==> src/rtl/instr_encoder.sv <==
// Program loader: encodes MIPS instruction field tuples into 32-bit words and writes them to imem.
// Optional macro SHAMT_FIELD_EN adds an in_shamt port that fills R-type bits [10:6].
module instr_encoder #(
  parameter int ADDR_W    = 6,
  parameter int BASE_ADDR = 0
) (
  input  logic              clk,
  input  logic              reset,
  input  logic              start,
  input  logic              in_valid,
  output logic              in_ready,
  input  logic [2:0]        in_kind,
  input  logic [4:0]        in_rs,
  input  logic [4:0]        in_rt,
  input  logic [4:0]        in_rd,
  input  logic [5:0]        in_funct,
  input  logic [15:0]       in_imm,
  input  logic [25:0]       in_target,
`ifdef SHAMT_FIELD_EN
  input  logic [4:0]        in_shamt,
`endif
  input  logic              in_last,
  output logic              imem_we,
  output logic [ADDR_W-1:0] imem_addr,
  output logic [31:0]       imem_wdata,
  output logic              busy,
  output logic              done,
  output logic              err,
  output logic [ADDR_W:0]   count
);

  typedef enum logic [1:0] {
    IDLE  = 2'd0,
    LOAD  = 2'd1,
    WRITE = 2'd2,
    DONE  = 2'd3
  } state_t;

  typedef enum logic [2:0] {
    K_RTYPE = 3'd0,
    K_LW    = 3'd1,
    K_SW    = 3'd2,
    K_BEQ   = 3'd3,
    K_ADDI  = 3'd4,
    K_J     = 3'd5
  } kind_t;

  localparam logic [ADDR_W-1:0] BASE      = BASE_ADDR[ADDR_W-1:0];
  localparam logic [ADDR_W-1:0] LAST_ADDR = '1;
  localparam logic [ADDR_W:0]   COUNT_MAX = {1'b1, {ADDR_W{1'b0}}};

  state_t      state;
  logic        last_q;
  logic [4:0]  shamt;
  logic [31:0] enc_word;
  logic        enc_legal;

`ifdef SHAMT_FIELD_EN
  assign shamt = in_shamt;
`else
  assign shamt = 5'd0;
`endif

  // NOTE: every signal written here gets a default first so no latch is inferred.
  always_comb begin
    enc_word  = 32'd0;
    enc_legal = 1'b1;
    case (in_kind)
      K_RTYPE: enc_word = {6'b000000, in_rs, in_rt, in_rd, shamt, in_funct};
      K_LW:    enc_word = {6'b100011, in_rs, in_rt, in_imm};
      K_SW:    enc_word = {6'b101011, in_rs, in_rt, in_imm};
      K_BEQ:   enc_word = {6'b000100, in_rs, in_rt, in_imm};
      K_ADDI:  enc_word = {6'b001000, in_rs, in_rt, in_imm};
      K_J:     enc_word = {6'b000010, in_target};
      default: enc_legal = 1'b0;
    endcase
  end

  // NOTE: sequential state uses non-blocking assignments only, so every register samples pre-edge values.
  always_ff @(posedge clk) begin
    if (reset) begin
      state      <= IDLE;
      in_ready   <= 1'b0;
      imem_we    <= 1'b0;
      imem_addr  <= BASE;
      imem_wdata <= 32'd0;
      busy       <= 1'b0;
      done       <= 1'b0;
      err        <= 1'b0;
      count      <= '0;
      last_q     <= 1'b0;
    end else if (start) begin
      // Restart wins over any state; a tuple offered this cycle is dropped.
      state     <= LOAD;
      in_ready  <= 1'b1;
      imem_we   <= 1'b0;
      imem_addr <= BASE;
      busy      <= 1'b1;
      done      <= 1'b0;
      err       <= 1'b0;
      count     <= '0;
    end else begin
      case (state)
        IDLE: begin
          in_ready <= 1'b0;
          imem_we  <= 1'b0;
        end
        LOAD: begin
          if (in_valid && in_ready) begin
            if (enc_legal) begin
              state      <= WRITE;
              in_ready   <= 1'b0;
              imem_we    <= 1'b1;
              imem_wdata <= enc_word;
              last_q     <= in_last;
            end else begin
              err <= 1'b1;
              if (in_last) begin
                state    <= DONE;
                in_ready <= 1'b0;
                busy     <= 1'b0;
                done     <= 1'b1;
              end
            end
          end
        end
        WRITE: begin
          imem_we   <= 1'b0;
          imem_addr <= imem_addr + 1'b1;
          if (count != COUNT_MAX) count <= count + 1'b1;
          if (last_q || imem_addr == LAST_ADDR) begin
            state <= DONE;
            busy  <= 1'b0;
            done  <= 1'b1;
            if (!last_q) err <= 1'b1;
          end else begin
            state    <= LOAD;
            in_ready <= 1'b1;
          end
        end
        DONE: begin
          in_ready <= 1'b0;
          imem_we  <= 1'b0;
        end
        default: state <= IDLE;
      endcase
    end
  end

endmodule

==> config.mk <==
export PLATFORM = sky130hd
export DESIGN_NAME = instr_encoder
export DESIGN_NICKNAME = d
export VERILOG_FILES = /design/src/rtl/instr_encoder.sv
export SDC_FILE = /design/constraint.sdc
export NUM_CORES = 1
export LEC_CHECK = 0
export BUFFER_PORTS_ARGS = -buffer_cell sky130_fd_sc_hd__buf_2
export CAP_MARGIN = 20
export CORE_MARGIN = 3
export CORE_UTILIZATION = 40
export DETAILED_ROUTE_END_ITERATION = 16
export PLACE_DENSITY_LB_ADDON = 0.08
export SYNTH_ARGS = -nofsm -noshare
export SYNTH_HDL_FRONTEND = slang
export SYNTH_SLANG_ARGS = --single-unit
==> constraint.sdc <==
create_clock -name clk -period 1.9 [get_ports clk]
set_input_delay 0.19 -clock clk [delete_from_list [all_inputs] [get_ports clk]]
set_output_delay 0.19 -clock clk [all_outputs]
set_load 0.1 [all_outputs]
==> summary.txt <==
Synthesis
  – Post-Synthesis Cells: roughly 350
  – Post-synth top area share: around 36%
  – Syn_area_per_cell: approximately 8 sq um
  – Top cell type by total area after synthesis: dfxtp_1
  – Unique masters post-synth: 38
  – Top cells by area, synth: dfxtp_1, a21oi_1, nor2_1
  – Ys Warns: 0
  – Most used flip-flop cell after synthesis: dfxtp_1
  – Sequential area share after synthesis: between 30% and 40%
  – Asr flop ratio synth: 0%
  – Seq cells post-synth: 51
  – Synthesized area: approximately 0.0028 sq mm
  – Mapped Nets: roughly 430
  – Post-synth EDFFs: 0

CTS
  – TritonCTS clock tree: built
  – CTS resizes: 0
  – Reg clk slew, reported paths: ~0.09 ns
  – Setup Buffers After CTS: 0
  – Root Buffer: clkbuf_8
  – Clock sink count: 51
  – H-tree depth: 2
  – Max Root-Sink Buffers: 2
  – Total CTS buffers: 5
  – Skew-Pair Late Insertion Delay: approximately 0.3 ns
  – Hold buffers post-CTS: 0

Routing
  – 1st-iter DRT viols: 87
  – Antenna-violating nets left: 0
  – DRT Pass-1 Iters: 4
  – Via Count: 2,829
  – Drt drc: 0
  – Total wire length: a little under 8 mm
  – Wire per inst: 14.3 um
  – Vias per inst: roughly 5.1

GRT
  – First-pass GRT wire length: around 13 mm
  – Aggregate global-route resource usage: between 10% and 20%
  – Pin count of the biggest net entering global routing: between 40 and 50
  – Via count of the first global-routing pass: roughly 2,800
  – GRT overflow: 0
  – Initial antenna violation count: 1

STA
  – Final Hold Fails: 0
  – Slew HR: 66.1%
  – Setup ws final: 0.363 ns
  – Final setup vio count: 0
  – Total negative slack: 0 ns
  – Max-slew violations: 0
  – Setup repair after global routing missed its margin: no
  – Crit path time final: about 1.5 ns
  – Final Skew: between 0.002 and 0.003 ns
  – Fmax: 650 MHz
  – Worst-Margin Slew: just over 0.5 ns
  – Final worst path period share: between 80% and 90%

Placement
  – Place WS: approximately 0.38 ns
  – Placed cell areas: between 0.003 and 0.004 sq mm
  – DP HPWL: 5.67 mm
  – RePlAce Congestion: 0.844
  – IO Port Bufs: approximately 120

Layout
  – Reg area: a little over 0.001 sq mm
  – Fin nets: 530
  – Layout cells sized above 1: approximately a third
  – Fill cells: 644
  – Area Growth Syn to Fin: 25.7%
  – Final Instance Area: about 0.0035 sq mm
  – Multi-input gate area: between 0.0015 and 0.002 sq mm

Outcome
  – Status: completed

Floorplanning
  – Initial core utilization: between 40% and 50%
  – Die ar.: just over 0.008 sq mm
  – Die span in y: about 90 um
  – Die W: 89.8 um
  – I/O pin count: 121
  – Placeable Area: about 0.0066 sq mm
  – FP Rows: 29

Pwr
  – Leak: 1.56 nW
  – Total power: around 2.1 mW
  – PD cells: between 600 and 700 mW/mm^2
  – Peak supply drop: roughly 0.53 mV

Worst hold path
  – Worst min path class: input port to flop

Critical path
  – CP Capture Type: flop
  – CP startpoint kind: flop
  – CP Class: flop to flop
  – CP Max Fanout: 8
  – Worst Path Arrival: 1.73 ns
  – Required @ worst endpoint: 2.09 ns

Job
  – Max Cap Violations: 0
## sequential cells by signal (all words and copies together), names as in the netlist
name        flops
done            1
err             1
in_ready        1
count           7
imem_we         1
imem_wdata     30
imem_addr       6
busy            1
state           2
last_q          1
## where the power goes
part           internal, mW  switching, mW
clock network         0.253          0.351
registers              1.08         0.0108
logic                 0.149          0.285
## kinds of logic after synthesis
logic type / after synthesis / share of synthesized area [%]
flops: 51 / 36.4
compound gates: 105 / 23.0
xor+xnor: 12 / 3.75
simple gates: 124 / 22.1
mux: 18 / 6.42
fa+ha+maj: 3 / 1.34
other cells: 1 / 0.134
buf+inv: 40 / 6.87
## metal layers
layer | track usage (%) | vias to the layer above | part of all wire [%]
met2 | 31.9 | 100 | 46
met4 | 5.11 | 0 | 0.80
li1 | - | 1448 | -
met3 | 5.26 | 8 | 7.3
met1 | 24.9 | 1273 | 46
met5 | 0 | - | 0
## final timing paths
path	startpoint	to	slack, ns	cells after the start
max	state[0]$_SDFFE_PP0P_	count[6]$_SDFFE_PP0P_	0.36	4
min	in_last	last_q$_SDFFE_PP0P_	0.17	3
max reg2reg	state[0]$_SDFFE_PP0P_	count[6]$_SDFFE_PP0P_	0.36	4
min reg2reg	imem_wdata[29]$_SDFFE_PP0P_	imem_wdata[29]$_SDFFE_PP0P_	0.46	2
## critical path, stage by stage, from the launching register on
cell and delay (ns):
dfxtp_1 0.36, nand2b_1 0.31, or4_4 0.58, xor2_1 0.14, nor2_1 0.05
## synthesized netlist by cell type, types with 9 or more instances
cell / instances
a211o_1: 11
a211oi_1: 23
a21oi_1: 53
buf_2: 13
clkbuf_1: 15
dfxtp_1: 51
mux2i_1: 18
nand2_1: 16
nand2b_1: 16
nand3_1: 13
nor2_1: 49
nor3_1: 9
xor2_1: 9
## placed cells by master, fill, tap and decap left out, drive strengths merged, types with 3 or more instances in the layout
| master | instances |
|---|---|
| ha | 3 |
| o22ai | 5 |
| nor2 | 49 |
| nor3 | 9 |
| nand3 | 13 |
| inv | 6 |
| a211oi | 24 |
| nand4 | 4 |
| a21oi | 53 |
| nand2 | 16 |
| mux2i | 18 |
| clkbuf | 5 |
| nor2b | 3 |
| a211o | 11 |
| xor2 | 9 |
| nand2b | 16 |
| buf | 129 |
| clkinv | 3 |
| dfxtp | 51 |
| o21ai | 8 |
| xnor2 | 3 |
## through the flow
| step | util [%] | cells | hold slack (ns) |
|---|---|---|---|
| 4_1_cts | 53.7 | 550 | 0.152 |
| 3_3_place_gp | 52.4 | 542 | 0.436 |
| 5_1_grt | 53.7 | 551 | 0.178 |
| 6_report | 53.7 | 551 | 0.166 |
| 3_5_place_dp | 52.4 | 542 | 0.444 |
| 2_1_floorplan | - | 354 | 0.307 |
## cell type report
| cell class | instances | area share, % |
|---|---|---|
| flip-flops and latches | 51 | 29.1 |
| inverters | 6 | 0.638 |
| diodes | 1 | 0.0709 |
| clock buffers | 5 | 1.95 |
| multi-input cells | 263 | 45.1 |
| clock inverters | 3 | 0.426 |
| well taps | 93 | 3.30 |
| repair buffers | 129 | 19.4 |
(Power assumes the default switching activity.)
